--- config.mk ---
export PLATFORM = sky130hd
export DESIGN_NAME = mod_mapper_stream
export DESIGN_NICKNAME = d
export VERILOG_FILES = /design/src/rtl/mod_mapper_pkg.sv /design/src/rtl/mod_symbol_lut.sv /design/src/rtl/mod_mapper_stream.sv
export SDC_FILE = /design/constraint.sdc
export NUM_CORES = 1
export LEC_CHECK = 0
export ABC_CLOCK_PERIOD_IN_PS = 13800
export CAP_MARGIN = 20
export CORE_MARGIN = 4
export CORE_UTILIZATION = 30
export DETAILED_ROUTE_END_ITERATION = 12
export SYNTH_ARGS = -nofsm -noshare
export SYNTH_HDL_FRONTEND = slang
export SYNTH_SLANG_ARGS = --single-unit
--- constraint.sdc ---
create_clock -name clk -period 13.8 [get_ports clk]
set_input_delay 3.45 -clock clk [delete_from_list [all_inputs] [get_ports clk]]
set_output_delay 3.45 -clock clk [all_outputs]
set_load 0.02 [all_outputs]
--- src/rtl/mod_mapper_pkg.sv ---
// +---------------------------------------------------------------------+
// | mod_mapper_pkg: modes, bits-per-symbol lookup, Q2.14 amplitudes      |
// | Revision: 1.0                                                        |
// +---------------------------------------------------------------------+
`default_nettype none

package mod_mapper_pkg;

  typedef enum logic [1:0] {
    MODE_BPSK  = 2'd0,
    MODE_QPSK  = 2'd1,
    MODE_QAM16 = 2'd2,
    MODE_QAM64 = 2'd3
  } mode_e;

  typedef enum logic [0:0] {
    ST_IDLE   = 1'b0,
    ST_ACTIVE = 1'b1
  } state_e;

  localparam logic signed [15:0] BPSK_AMP    = 16'sd16384;
  localparam logic signed [15:0] QPSK_AMP    = 16'sd11585;
  localparam logic signed [15:0] QAM16_UNIT  = 16'sd5181;
  localparam logic signed [15:0] QAM64_UNIT  = 16'sd2528;
  localparam logic signed [15:0] QAM16_OUTER = 16'(3 * QAM16_UNIT);
  localparam logic signed [15:0] QAM64_L7    = 16'(7 * QAM64_UNIT);
  localparam logic signed [15:0] QAM64_L5    = 16'(5 * QAM64_UNIT);
  localparam logic signed [15:0] QAM64_L3    = 16'(3 * QAM64_UNIT);

  function automatic logic [2:0] bps_of(input mode_e m);
    case (m)
      MODE_BPSK:  return 3'd1;
      MODE_QPSK:  return 3'd2;
      MODE_QAM16: return 3'd4;
      default:    return 3'd6;
    endcase
  endfunction

endpackage

`default_nettype wire

--- src/rtl/mod_symbol_lut.sv ---
// +---------------------------------------------------------------------+
// | mod_symbol_lut: combinational LSB-first bits + mode -> (I,Q) Q2.14   |
// | Revision: 1.0                                                        |
// +---------------------------------------------------------------------+
`default_nettype none

module mod_symbol_lut
  import mod_mapper_pkg::*;
#(
  parameter int OUT_W = 16
) (
  input  mode_e                    mode,
  input  logic [5:0]               bits,
  output logic signed [OUT_W-1:0]  sym_i,
  output logic signed [OUT_W-1:0]  sym_q
);

  logic signed [15:0] i16;
  logic signed [15:0] q16;

  function automatic logic signed [15:0] axis(input logic neg, input logic signed [15:0] mag);
    return neg ? -mag : mag;
  endfunction

  function automatic logic signed [15:0] qam16_mag(input logic b);
    return b ? QAM16_UNIT : QAM16_OUTER;
  endfunction

  // Gray-coded magnitude: first bit is the more significant one
  function automatic logic signed [15:0] qam64_mag(input logic b_hi, input logic b_lo);
    case ({b_hi, b_lo})
      2'b00:   return QAM64_L7;
      2'b01:   return QAM64_L5;
      2'b11:   return QAM64_L3;
      default: return QAM64_UNIT;
    endcase
  endfunction

  always_comb begin
    i16 = '0;
    q16 = '0;
    case (mode)
      MODE_BPSK: begin
        i16 = axis(bits[0], BPSK_AMP);
      end
      MODE_QPSK: begin
        i16 = axis(bits[0], QPSK_AMP);
        q16 = axis(bits[1], QPSK_AMP);
      end
      MODE_QAM16: begin
        i16 = axis(bits[0], qam16_mag(bits[1]));
        q16 = axis(bits[2], qam16_mag(bits[3]));
      end
      default: begin
        i16 = axis(bits[0], qam64_mag(bits[1], bits[2]));
        q16 = axis(bits[3], qam64_mag(bits[4], bits[5]));
      end
    endcase
  end

  assign sym_i = OUT_W'(i16);
  assign sym_q = OUT_W'(q16);

endmodule

`default_nettype wire

--- src/rtl/mod_mapper_stream.sv ---
// +---------------------------------------------------------------------+
// | mod_mapper_stream: bit-buffered word stream to BPSK/QPSK/QAM symbols |
// | Optional macro MAPPER_SYMCNT_EN adds a 32-bit transfer counter.      |
// | Revision: 1.0                                                        |
// +---------------------------------------------------------------------+
`default_nettype none

module mod_mapper_stream
  import mod_mapper_pkg::*;
#(
  parameter int IN_W  = 16,
  parameter int OUT_W = 16,
  parameter int BUF_W = 2 * IN_W
) (
  input  logic                     clk,
  input  logic                     rst_n,
  input  logic                     enable,
  input  logic [1:0]               mode,
  input  logic                     flush,
  input  logic                     in_valid,
  output logic                     in_ready,
  input  logic [IN_W-1:0]          data_in,
  output logic                     out_valid,
  input  logic                     out_ready,
  output logic signed [OUT_W-1:0]  channel_i,
  output logic signed [OUT_W-1:0]  channel_q
`ifdef MAPPER_SYMCNT_EN
  ,
  output logic [31:0]              sym_cnt
`endif
);

  localparam int CNT_W = $clog2(BUF_W + 1);

  logic [CNT_W-1:0]        count_q;
  logic [CNT_W-1:0]        count_d;
  logic [BUF_W-1:0]        bit_buf_q;
  logic [BUF_W-1:0]        bit_buf_d;
  logic                    valid_d;
  mode_e                   mode_q;
  state_e                  state_q;
  state_e                  state_d;
  logic                    accept;
  logic                    pop;
  logic [CNT_W-1:0]        bps_w;
  logic [CNT_W-1:0]        pop_w;
  logic signed [OUT_W-1:0] lut_i;
  logic signed [OUT_W-1:0] lut_q;

  assign bps_w    = CNT_W'(bps_of(mode_q));
  assign in_ready = rst_n & enable & !flush & (count_q <= CNT_W'(BUF_W - IN_W));
  assign accept   = in_valid & in_ready;
  assign pop      = enable & !flush & (count_q >= bps_w) & (!out_valid | out_ready);
  assign pop_w    = pop ? bps_w : '0;

  mod_symbol_lut #(
    .OUT_W (OUT_W)
  ) u_lut (
    .mode  (mode_q),
    .bits  (bit_buf_q[5:0]),
    .sym_i (lut_i),
    .sym_q (lut_q)
  );

  // New bits land just above what survives this cycle's pop
  always_comb begin
    count_d   = count_q;
    bit_buf_d = bit_buf_q;
    valid_d   = out_valid;
    if (flush) begin
      count_d   = '0;
      bit_buf_d = '0;
      valid_d   = 1'b0;
    end else if (enable) begin
      count_d   = count_q - pop_w + (accept ? CNT_W'(IN_W) : '0);
      bit_buf_d = bit_buf_q >> pop_w;
      if (accept) begin
        bit_buf_d = bit_buf_d | (BUF_W'(data_in) << (count_q - pop_w));
      end
      if (pop) begin
        valid_d = 1'b1;
      end else if (out_ready) begin
        valid_d = 1'b0;
      end
    end
  end

  always_comb begin
    state_d = state_q;
    if (flush) begin
      state_d = ST_IDLE;
    end else begin
      case (state_q)
        ST_IDLE:   if (accept) state_d = ST_ACTIVE;
        ST_ACTIVE: if (count_d == '0 && !valid_d) state_d = ST_IDLE;
        default:   state_d = ST_IDLE;
      endcase
    end
  end

  always_ff @(posedge clk) begin
    if (!rst_n) begin
      state_q <= ST_IDLE;
    end else begin
      state_q <= state_d;
    end
  end

  always_ff @(posedge clk) begin
    if (!rst_n) begin
      count_q   <= '0;
      bit_buf_q <= '0;
      out_valid <= 1'b0;
      channel_i <= '0;
      channel_q <= '0;
      mode_q    <= MODE_BPSK;
    end else begin
      count_q   <= count_d;
      bit_buf_q <= bit_buf_d;
      out_valid <= valid_d;
      if (pop) begin
        channel_i <= lut_i;
        channel_q <= lut_q;
      end
      if (flush) begin
        mode_q <= MODE_BPSK;
      end else if (accept && state_q == ST_IDLE) begin
        mode_q <= mode_e'(mode);
      end
    end
  end

`ifdef MAPPER_SYMCNT_EN
  always_ff @(posedge clk) begin
    if (!rst_n || flush) begin
      sym_cnt <= '0;
    end else if (enable && out_valid && out_ready) begin
      sym_cnt <= sym_cnt + 32'd1;
    end
  end
`endif

endmodule

`default_nettype wire

==> out/summary.txt <==
====================================================================================
Status                                                                     completed
Worst path arrival time                                                      5580 ps
CTS max path bufs                                                                  2
Std-Cell Rows                                                                     53
H-Tree Depth                                                                       3
Time the worst path needs with I/O delays and setup                          9030 ps
Post-synthesis net count                                                         868
Inserted Clock Buffers                                                             9
Number of port buffers                                                            57
Area added between synthesis and finish                                        13.9%
Hold Crit Start                                                         channel_i[9]
ANT nets after route                                                               0
First-iteration detailed-routing DRC count                                       695
Max stage delay on crit path                                                 1100 ps
Resized Gates After CTS                                                            0
Count of flip-flops with a built-in enable after synthesis                         0
Die span in x                                                                 155 um
Highest attainable clock frequency                                           111 MHz
Final max-slew violation count                                                     0
Category of the worst setup path capture point                          primary output
# IOs                                                                             58
Warnings from Yosys                                                                0
Vias per inst                                                                   5.93
Sum of overflow across all layers after global routing                             0
Number of storage elements in the synthesis netlist                               70
Pre-antenna DRT Iters                                                              5
Clock slew seen by the registers of the worst setup and hold paths             60 ps
Number of global-route vias before repair                                      6,224
Post-route fraction of the period consumed by the critical path                65.4%
Netlist Area Pre-Place                                                   0.00650 mm2
Core region area                                                          0.0212 mm2
Commonest register cell after synthesis                                 sky130_fd_sc_hd__dfxtp_1
Setup slack of the critical path after layout                                4770 ps
Crit Reg-Reg Endpoint                                                        state_q
Effective utilization at floorplan                                             30.7%
Net count of the finished layout                                                 866
Number of maximum-capacitance constraint violations                                0
Worst hold margin                                                             468 ps
Yosys top cell by area                                                  sky130_fd_sc_hd__dfxtp_1
Worst hold path stage count                                                        2
Worst Clk Skew                                                               5.55 ps
Total Negative Setup Slacks                                                     0 ps
Total leakage power                                                          2.43 nW
Wire length after detailed routing                                         21,400 um
FF-to-FF setup slack                                                         6920 ps
ANT cells                                                                          0
Proportion of synthesized flip-flops having asynchronous set or reset             0%
CP bufs+invs                                                                       2
Worst reg-to-reg path cell count                                                  21
Crit path required time                                                    10,350 ps
Synthesized netlist cell count                                                   823
Crit-path most repeated cell                                            sky130_fd_sc_hd__clkdlybuf4s50_1
Number of unique standard cell types used by synthesis                            89
Final routed wire length divided by cell count                               19.5 um
Total clock sinks                                                                 70
Crit path max fanout                                                              32
RR Startpoint                                                              mode_q[1]
Insertion delay of the later-clocked pin in the worst-skew pair               350 ps
Commonest cells after routing, fill and taps aside                      76 x sky130_fd_sc_hd__nand2_1, 70 x sky130_fd_sc_hd__dfxtp_1, 57 x sky130_fd_sc_hd__o21ai_0, 56 x sky130_fd_sc_hd__clkdlybuf4s50_1, 51 x sky130_fd_sc_hd__a21oi_1
RSZ-0062 raised after global routing                                              no
Hpwl dp                                                                    15,000 um
Post-CTS setup buffer count                                                        0
# DRC                                                                              0
Number of hold-slack violations in the final timing report                         0
Class of the most critical setup path                                   input pin to primary output
Weighted congestion at the end of routability-driven global placement          0.903
Beginning of the critical path                                                 rst_n
Pin count of the biggest net entering global routing                              64
Layout cell share with drive strength beyond 1                                 10.3%
Worst ir drop on vdd                                                       0.0551 mV
Initial antenna violation count                                                    0
Via count                                                                      6,529
Share of Yosys cell area claimed by the top area cell type                     21.6%
Most common cell after layout, fill and taps aside                      sky130_fd_sc_hd__nand2_1
Slew @ Worst Pin                                                             1020 ps
Final Total Pwr                                                             0.630 mW
Slowest cell on the critical path                                       sky130_fd_sc_hd__clkdlybuf4s50_1
Setup violations, final                                                            0
Wire length of the first global-routing pass                               34,400 um
Overall die area                                                          0.0241 mm2
Slew Limit Headroom                                                            31.6%
Root buf cell                                                           sky130_fd_sc_hd__clkbuf_16
Synthesized area per cell                                                   7.89 um2
TritonCTS clock tree                                                             yes
Startpoint kind of the worst setup timing path                             input pin
Hold-fix buffer count after cts                                                    0
Pre-CTS worst setup slack                                                    4660 ps
Total Routing Usage GR                                                         17.6%
Hold/Removal Path Class                                                 flip-flop to flip-flop
Kind of cell with the highest combined delay on the critical path       buffers and inverters
Sequential share of the synthesized area                                       21.6%
Vert. Die Dim                                                                 155 um
Sink of the worst hold path                                             channel_i[9]
Total power per unit cell area                                           85.1 mW/mm2
Leading cell types by total area after synthesis                        sky130_fd_sc_hd__dfxtp_1 22%, sky130_fd_sc_hd__mux2i_1 7.2%, sky130_fd_sc_hd__o21ai_0 4.4%
Series of cell instances along the critical path                        clkdlybuf4s50_1 > nand4bb_1 > nor2_2 > clkdlybuf4s50_1
====================================================================================
==> synth_stat cells (all sizes together), types with 9 or more instances <==
library cell	n
a211oi	16
a21boi	12
a21oi	54
a31oi	27
and2	11
buf	46
clkbuf	35
dfxtp	70
ha	20
inv	25
mux2i	47
mux4	10
nand2	78
nand2b	9
nand3	21
nor2	44
nor2b	17
nor3	37
nor4	10
o211ai	12
o21ai	62
o22ai	14
xnor2	10
==> state kept, by name, indices dropped and copies added, names as in the netlist <==
register / cells
mode_q: 2
out_valid: 1
state_q: 1
count_q: 6
channel_i: 15
bit_buf_q: 32
channel_q: 13
==> final cells by class <==
cell class                 instances  area [um2]
clock buffer                       9         225
clock inverter                     7         121
fill                            2233       13800
inverter                          26        98.8
multi-input combinational        646        4560
sequential                        70        1400
tap                              275         344
timing repair buffer              68         648
==> per-layer routing <==
layer  up-vias  GRT usage (%)  share of wire [%]
met2       321           26.4                 44
met3        59           4.09                9.7
met5         -              0                  0
met1      3047           24.7                 44
met4         0           6.22                2.9
li1       3102              -                  -
==> cells by family (layout without fill, tap and decap cells) <==
logic type                 count (synthesis)  in the layout  share of synthesized area, %
AOI/OAI and AO/OA                        289            289                          31.0
and+or+nand+nor                          260            260                          20.8
buffers and inverters                    107            110                          8.24
DFF                                       70             70                          21.6
muxes                                     63             63                          12.0
adders and majority gates                 21             21                          4.16
xor gates and xnor gates                  13             13                          2.16
==> where the power goes <==
part           total, mW  internal (mW)  switching [mW]
Clock              0.277          0.177          0.0997
Combinational      0.137         0.0528          0.0839
Sequential         0.216          0.207         0.00883
Total              0.630          0.438           0.192
==> worst max-delay path by stage <==
stage,cells after the start,slack [ps],end
2_1_floorplan,3,6410,in_ready
3_3_place_gp,18,4700,state_q
3_5_place_dp,18,4660,state_q
4_1_cts,4,4770,in_ready
5_1_grt,18,4440,state_q
6_report,4,4770,in_ready
==> stage by stage <==
step / cell area (um2) / utilization (%) / std cells
after CTS: 7400 / 35.0 / 1101
after detailed placement: 7060 / 33.4 / 1085
after global placement: 7060 / 33.4 / 1085
after floorplan: 6500 / - / 823
final: 7400 / 35.0 / 1101
after global routing: 7400 / 35.0 / 1101
==> tightest hold or removal path, cell delays in order (launching register included) <==
cell and delay [ps]:
sky130_fd_sc_hd__dfxtp_1 310, sky130_fd_sc_hd__nand2_1 50, sky130_fd_sc_hd__a21boi_0 60
(Power assumes the default switching activity.)
